===== config.mk =====
export PLATFORM = sky130hd
export DESIGN_NAME = pulse_train_sequencer_flat
export DESIGN_NICKNAME = d
export VERILOG_FILES = /design/src/rtl/pulse_gen_pkg.sv /design/src/rtl/pulse_train_sequencer_if.sv /design/src/rtl/pulse_phase_counter.sv /design/src/rtl/pulse_train_sequencer.sv /design/src/flat_wrapper.sv
export SDC_FILE = /design/constraint.sdc
export NUM_CORES = 1
export LEC_CHECK = 0
export CAP_MARGIN = 20
export CELL_PAD_IN_SITES_DETAIL_PLACEMENT = 2
export CELL_PAD_IN_SITES_GLOBAL_PLACEMENT = 2
export CORE_UTILIZATION = 33
export CTS_CLUSTER_SIZE = 12
export DETAILED_ROUTE_END_ITERATION = 7
export DONT_BUFFER_PORTS = 1
export GPL_TIMING_DRIVEN = 0
export PLACE_DENSITY = 0.78
export REMOVE_ABC_BUFFERS = 1
export SLEW_MARGIN = 20
export SYNTH_ARGS = -nofsm -noshare
export SYNTH_HDL_FRONTEND = slang
export SYNTH_HIERARCHICAL = 1
export SYNTH_SLANG_ARGS = --single-unit

===== constraint.sdc =====
create_clock -name clk -period 5.1 [get_ports clk]
set_clock_uncertainty 0.15 [all_clocks]
set_input_delay 0.51 -clock clk [delete_from_list [all_inputs] [get_ports clk]]
set_output_delay 0.51 -clock clk [all_outputs]
set_load 0.02 [all_outputs]

===== src/rtl/pulse_gen_pkg.sv =====
// Shared definitions for the pulse train sequencer.
// Holds the FSM state encoding and the default field widths used by the
// top level, the interface and the phase counter.
package pulse_gen_pkg;

  localparam int DEF_WIDTH     = 16;
  localparam int DEF_CNT_WIDTH = 16;

  typedef enum logic [1:0] {
    ST_IDLE = 2'b00,
    ST_ON   = 2'b01,
    ST_OFF  = 2'b10,
    ST_HOLD = 2'b11
  } state_t;

endpackage


===== src/rtl/pulse_train_sequencer_if.sv =====
// Host-side bundle of the pulse train sequencer.
// master: host command side (drives config and start/stop/pause, reads status)
// slave : sequencer side (reads config/commands, drives pulse_out and status)
interface pulse_train_sequencer_if
  import pulse_gen_pkg::*;
#(
  parameter int WIDTH     = DEF_WIDTH,
  parameter int CNT_WIDTH = DEF_CNT_WIDTH
);

  logic [WIDTH-1:0]     cfg_ton;
  logic [WIDTH-1:0]     cfg_toff;
  logic [CNT_WIDTH-1:0] cfg_num;
  logic                 start;
  logic                 stop;
  logic                 pause;
  logic                 pulse_out;
  logic                 busy;
  logic [CNT_WIDTH-1:0] pulse_cnt;
  logic                 done;
  logic                 cfg_err;

  modport master (
    output cfg_ton, cfg_toff, cfg_num, start, stop, pause,
    input  pulse_out, busy, pulse_cnt, done, cfg_err
  );

  modport slave (
    input  cfg_ton, cfg_toff, cfg_num, start, stop, pause,
    output pulse_out, busy, pulse_cnt, done, cfg_err
  );

endinterface


===== src/rtl/pulse_phase_counter.sv =====
// Phase length counter shared by the ON and OFF phases.
// Ports: clk, rst (sync, active-high), clr (return to 0), en (count up),
//        limit (current phase length), tc (count == limit-1, i.e. last cycle
//        of the phase).
module pulse_phase_counter
  import pulse_gen_pkg::*;
#(
  parameter int WIDTH = DEF_WIDTH
) (
  input  logic             clk,
  input  logic             rst,
  input  logic             clr,
  input  logic             en,
  input  logic [WIDTH-1:0] limit,
  output logic             tc
);

  logic [WIDTH-1:0] count;

  always_ff @(posedge clk) begin
    if (rst)      count <= '0;
    else if (clr) count <= '0;
    else if (en)  count <= count + 1'b1;
  end

  assign tc = (count == limit - 1'b1);

endmodule


===== src/rtl/pulse_train_sequencer.sv =====
// Sequences ON/OFF discharge-pulse phases for the pulse drive stage.
// Ports: clk, rst (sync, active-high), bus (slave side of
//        pulse_train_sequencer_if: cfg_ton/cfg_toff/cfg_num, start/stop/pause
//        in; pulse_out, busy, pulse_cnt, done, cfg_err out).
//
// state   | meaning
// IDLE    | waiting for an accepted start; outputs quiet
// ON      | pulse_out high, counting the ON phase
// OFF     | pulse_out low, counting the OFF phase
// HOLD    | paused; phase count frozen, ret_phase says where to resume
module pulse_train_sequencer
  import pulse_gen_pkg::*;
#(
  parameter int WIDTH     = DEF_WIDTH,
  parameter int CNT_WIDTH = DEF_CNT_WIDTH
) (
  input  logic                   clk,
  input  logic                   rst,
  pulse_train_sequencer_if.slave bus
);

  state_t               state, state_nxt, ret_phase, ret_nxt, adv;
  logic [WIDTH-1:0]     ton_l, toff_l, limit;
  logic [CNT_WIDTH-1:0] num_l, pulse_cnt;
  logic                 done_q, err_q, done_nxt, err_nxt;
  logic                 ctr_clr, ctr_en, tc;
  logic                 latch, pcnt_clr, pcnt_inc;
  logic                 cfg_ok, last_pulse;

  assign cfg_ok     = (bus.cfg_ton != '0) && (bus.cfg_toff != '0);
  assign last_pulse = (num_l != '0) && (pulse_cnt == num_l);
  assign limit      = (state == ST_OFF) ? toff_l : ton_l;

  pulse_phase_counter #(.WIDTH(WIDTH)) u_phase (
    .clk   (clk),
    .rst   (rst),
    .clr   (ctr_clr),
    .en    (ctr_en),
    .limit (limit),
    .tc    (tc)
  );

  always_ff @(posedge clk) begin
    if (rst) begin
      state     <= ST_IDLE;
      ret_phase <= ST_ON;
      ton_l     <= '0;
      toff_l    <= '0;
      num_l     <= '0;
      pulse_cnt <= '0;
      done_q    <= 1'b0;
      err_q     <= 1'b0;
    end else begin
      state     <= state_nxt;
      ret_phase <= ret_nxt;
      if (latch) begin
        ton_l  <= bus.cfg_ton;
        toff_l <= bus.cfg_toff;
        num_l  <= bus.cfg_num;
      end
      if (pcnt_clr)      pulse_cnt <= '0;
      else if (pcnt_inc) pulse_cnt <= pulse_cnt + 1'b1;
      done_q <= done_nxt;
      err_q  <= err_nxt;
    end
  end

  // The cycle in which pause is sampled was itself an active ON/OFF cycle, so
  // it still advances the phase (including a phase change); only HOLD cycles
  // are excluded from the count. A pause on the final OFF cycle lets the run
  // complete since nothing would be left to resume.
  always_comb begin
    state_nxt = state;
    ret_nxt   = ret_phase;
    adv       = state;
    ctr_clr   = 1'b0;
    ctr_en    = 1'b0;
    latch     = 1'b0;
    pcnt_clr  = 1'b0;
    pcnt_inc  = 1'b0;
    done_nxt  = 1'b0;
    err_nxt   = 1'b0;
    case (state)
      ST_IDLE: begin
        if (bus.start && !bus.stop && !bus.pause) begin
          if (cfg_ok) begin
            latch     = 1'b1;
            pcnt_clr  = 1'b1;
            ctr_clr   = 1'b1;
            state_nxt = ST_ON;
          end else begin
            err_nxt = 1'b1;
          end
        end
      end
      ST_ON, ST_OFF: begin
        if (bus.stop) begin
          ctr_clr   = 1'b1;
          state_nxt = ST_IDLE;
        end else if (state == ST_OFF && tc && last_pulse) begin
          ctr_clr   = 1'b1;
          done_nxt  = 1'b1;
          state_nxt = ST_IDLE;
        end else begin
          if (tc) begin
            ctr_clr  = 1'b1;
            pcnt_inc = (state == ST_ON);
            adv      = (state == ST_ON) ? ST_OFF : ST_ON;
          end else begin
            ctr_en = 1'b1;
          end
          if (bus.pause) begin
            ret_nxt   = adv;
            state_nxt = ST_HOLD;
          end else begin
            state_nxt = adv;
          end
        end
      end
      ST_HOLD: begin
        if (bus.stop) begin
          ctr_clr   = 1'b1;
          state_nxt = ST_IDLE;
        end else if (!bus.pause) begin
          state_nxt = ret_phase;
        end
      end
      default: state_nxt = ST_IDLE;
    endcase
  end

  assign bus.pulse_out = (state == ST_ON);
  assign bus.busy      = (state != ST_IDLE);
  assign bus.pulse_cnt = pulse_cnt;
  assign bus.done      = done_q;
  assign bus.cfg_err   = err_q;

endmodule


===== src/flat_wrapper.sv =====
// flat-port wrapper written by rule: the top's interface ports become plain ports
module pulse_train_sequencer_flat import pulse_gen_pkg::*;
#(
  parameter int WIDTH     = DEF_WIDTH,
  parameter int CNT_WIDTH = DEF_CNT_WIDTH
)
  (clk, rst, bus_cfg_ton, bus_cfg_toff, bus_cfg_num, bus_start, bus_stop, bus_pause, bus_pulse_out, bus_busy, bus_pulse_cnt, bus_done, bus_cfg_err);
  pulse_train_sequencer_if #(.WIDTH(WIDTH), .CNT_WIDTH(CNT_WIDTH)) bus_i ();
  input  logic clk;
  input  logic rst;
  input wire logic [$bits(bus_i.cfg_ton)-1:0] bus_cfg_ton;
  input wire logic [$bits(bus_i.cfg_toff)-1:0] bus_cfg_toff;
  input wire logic [$bits(bus_i.cfg_num)-1:0] bus_cfg_num;
  input wire logic [$bits(bus_i.start)-1:0] bus_start;
  input wire logic [$bits(bus_i.stop)-1:0] bus_stop;
  input wire logic [$bits(bus_i.pause)-1:0] bus_pause;
  output wire logic [$bits(bus_i.pulse_out)-1:0] bus_pulse_out;
  output wire logic [$bits(bus_i.busy)-1:0] bus_busy;
  output wire logic [$bits(bus_i.pulse_cnt)-1:0] bus_pulse_cnt;
  output wire logic [$bits(bus_i.done)-1:0] bus_done;
  output wire logic [$bits(bus_i.cfg_err)-1:0] bus_cfg_err;
  assign bus_i.cfg_ton = bus_cfg_ton;
  assign bus_i.cfg_toff = bus_cfg_toff;
  assign bus_i.cfg_num = bus_cfg_num;
  assign bus_i.start = bus_start;
  assign bus_i.stop = bus_stop;
  assign bus_i.pause = bus_pause;
  assign bus_pulse_out = bus_i.pulse_out;
  assign bus_busy = bus_i.busy;
  assign bus_pulse_cnt = bus_i.pulse_cnt;
  assign bus_done = bus_i.done;
  assign bus_cfg_err = bus_i.cfg_err;
  pulse_train_sequencer #(.WIDTH(WIDTH), .CNT_WIDTH(CNT_WIDTH)) u_core (.clk(clk), .rst(rst), .bus(bus_i));
endmodule

==> results.tsv <==
stage	metric	value	unit
timing	fin_hold_ws	77.63	ps
place	portBuffers	0	
die	die_h	119.7	um
critical_path	start_kind	flip-flop	
global_route	grt_pass1_wl	22680	um
timing	hold_violations	0	
die	io-pin-count	73	
layout	layout.cells.most_common	nand2_1	
timing	maxSlewViolCount	0	
critical_path	critical_register_to_register_path_startpoint	u_core/state[0]	
run_status	result_of_the_run	finished clean	
timing	postLayoutSetupSlackWorst	288.9	ps
drt	met2WireLength	7363	um
critical_path	critical_path.max_fanout	18	
timing	timing.final.crit_period	4811	ps
drt	routedWlPerCell	18.79	um
pwr	power.ir.vdd_worst	0.2136	mV
critical_path	timing.critical_path.to_type	flip-flop	
critical_path	crit_path_start	u_core/state[0]	
critical_path	cpLargestDelayFamily	simple AND/OR/NAND/NOR gates	
logic_synthesis	synth_top_flop_cell	dfxtp_1	
pwr	leak	1.749	nW
layout	drive_above_1_share	0.09877	
pwr	report.power.total	1.891	mW
drt	routed_via_density	5.373	
die	core-area	13400	sq um
die	dieWidth	119.7	um
global_route	grt_max_degree	60	
layout	post-route-util	0.3786	
global_route	first_global_vias	4515	
layout	antennaDiodeCount	0	
drt	dr.first_iter.drc_count	116	
hold_path	min-delay-path-class	in2reg	
logic_synthesis	syn_avg_cell_area	7.967	sq um
layout	area_growth	10.94	%
logic_synthesis	ys_types	53	
job	max-cap-violations	0	
global_route	antenna_found_initial	0	
critical_path	critical_path_arrival	4890	ps
drt	firstDrtPassIters	4	
clocking	tritoncts	done	
timing	max_clock_freq	207.9	MHz
drt	dr.max_layer_used	met4	
logic_synthesis	synth_cells	574	
clocking	cts-root-to-sink-buffers	2	
drt	routedLengthMet1	5899	um
clocking	path_clk_slew	60	ps
critical_path	crit_path_cell_trace	inv_1, ha_4, mux2_2, nor4_4, nand2_4, or4b_1, xnor2_1, nand3_1, nor4_4, buf_4, buf_4, nor2_2, and3_1, nand4_1, nor2_2, nand4_1, xor2_1, nor2_1	
clocking	clock_tree_sinks	86	
layout	num-nets-final	625	
critical_path	required	5180	ps
timing	finalCritPeriodShare	0.9433	
die	floorplan.initialDensity	0.3413	
logic_synthesis	postSynth.asyncResetShare	0	
drt	routed-via-count	3992	
timing	tightest_slew	610.1	ps
drt	drt_drc_violations_left	0	
critical_path	worst-path-buf-inv	3	
logic_synthesis	synth-edff-count	0	
hold_path	holdCritStartpoint	rst	
pwr	power-per-cell-area	372.7	nW/um^2
clocking	cts_max_level	3	
drt	wirelength	13960	um
die	design.die.area	14330	sq um
global_route	global_route.overflow_total	0	
pwr	switchingPower	0.6118	mW
pwr	sequentialPowerShare	0.393	
layout	filler_cell_count	1543	
timing	worst_slew_margin_rel	0.5895	
logic_synthesis	seq_area_frac_synth	0.3765	
clocking	clkLatencyLatePin	350	ps
global_route	grt_use_total	0.2058	
pwr	pwr-share-comb	0.276	
pwr	share_clk_of_total_power	0.331	
critical_path	cpPeakStageDelay	540	ps
clocking	tritoncts.num_buffers	9	
place	routabilityCongestion	0.8445	
pwr	p_sw_frac	0.3235	
place	detailedPlacementHpwl	10420	um
logic_synthesis	syn_area	4573	sq um
drt	final_antenna_net_count	0	
pwr	power_report.internal_total	1.279	mW
timing	setup_viol	0	
place	pre_cts_ws	-563.2	ps
layout	highest_count_cells_in_the_layout_ignoring_fill_and_taps	122 x nand2_1, 86 x dfxtp_1, 66 x a21oi_1	
critical_path	crit_path_top_delay_cell	or4b_1	
critical_path	timing.setup.critical_path_class	reg2reg	
die	std_cell_rows	42	
logic_synthesis	ys.warnings.count	6	
logic_synthesis	synth.ff_latch_count	86	
clocking	cts_root_buf	clkbuf_16	
drt	wl_met3	529	um
registers in the layout, summed over array words and instances (netlist names):
name,flops
u_core/bus.pulse_cnt,16
u_core/num_l,16
u_core/toff_l,16
u_core/ton_l,16
u_core/u_phase/count,16
u_core/ret_phase,2
u_core/state,2
u_core/bus.cfg_err,1
u_core/bus.done,1
metrics by stage:
stage	cell area, sq um	setup TNS (ps)	instances
floorplan	4441	0	546
global placement	4661	-40000	722
detailed placement	4737	-11070	727
CTS	5041	0	741
global route	5074	-235.5	743
finish	5074	0	743
Yosys cell counts, types with 4 or more instances:
cell type / instances / share of area
a21oi_1: 66 / 0.072
and3_1: 8 / 0.011
buf_2: 7 / 0.0077
clkbuf_1: 18 / 0.015
dfxtp_1: 86 / 0.38
ha_1: 8 / 0.022
inv_1: 9 / 0.0074
mux2_2: 16 / 0.039
nand2_1: 122 / 0.10
nand3_1: 19 / 0.021
nand4_1: 13 / 0.018
nor2_1: 35 / 0.029
nor3_1: 6 / 0.0066
nor4_1: 14 / 0.019
o211ai_1: 4 / 0.0066
o21ai_0: 16 / 0.018
o21ai_1: 6 / 0.0066
o31ai_1: 5 / 0.0082
or3_1: 15 / 0.021
xnor2_1: 27 / 0.052
xor2_1: 27 / 0.052
cell families (layout without fill, tap and decap cells):
family / count (synthesis) / after routing / synth area share
xor+xnor: 54 / 54 / 0.1034
flops: 86 / 86 / 0.3765
compound gates: 111 / 111 / 0.1352
buf+inv: 37 / 30 / 0.03638
simple gates: 260 / 260 / 0.2829
mux: 18 / 18 / 0.04378
fa+ha+maj: 8 / 8 / 0.02189
repair_timing:
action,4_1_cts,5_1_grt
hold buffers,0,0
buffers inserted,0,2
gates resized for setup,4,5
hold endpoints to repair,0,0
endpoints found under the setup margin,31,20
pin swaps,0,1
cell type report:
| type | count | area [sq um] | area share |
|---|---|---|---|
| well taps | 176 | 220.2 | 0.04340 |
| clock inverters | 1 | 5.005 | 0.0009864 |
| multi-input cells | 451 | 2745 | 0.5411 |
| inverters | 9 | 33.78 | 0.006658 |
| repair buffers | 7 | 77.57 | 0.01529 |
| clock buffers | 13 | 270.3 | 0.05327 |
| flip-flops and latches | 86 | 1722 | 0.3393 |
power by group through the flow:
stage | clock network [mW] | registers, mW | logic [mW]
after global placement | 0 | 0.753 | 0.469
after detailed placement | 0 | 0.756 | 0.504
after global routing | 0.668 | 0.748 | 0.574
after floorplan | 0 | 0.746 | 0.379
final | 0.626 | 0.743 | 0.522
after CTS | 0.645 | 0.744 | 0.522
worst paths after layout:
check | end | slack, ps | depth (start not counted)
worst min register to register | u_core/toff_l[5] | 300 | 2
worst max register to register | u_core/u_phase/count[13] | 290 | 18
worst min-delay path | u_core/ton_l[8] | 80 | 1
worst max-delay path | u_core/u_phase/count[13] | 290 | 18
worst register-to-register path, delay by kind of cell, from the launching register on:
| kind | cells | cell delay [ps] |
|---|---|---|
| xor gates and xnor gates | 2 | 290 |
| adders and majority gates | 1 | 340 |
| buffers and inverters | 3 | 490 |
| DFF | 1 | 360 |
| muxes | 1 | 470 |
| and+or+nand+nor | 11 | 2590 |
layer usage:
layer / up-vias / track usage
met3: 11 / 0.05751
li1: 1972 / -
met4: 0 / 0.05703
met5: - / 0
met2: 60 / 0.3866
met1: 1949 / 0.2229
Note: power is estimated with default switching activity, not from simulation.
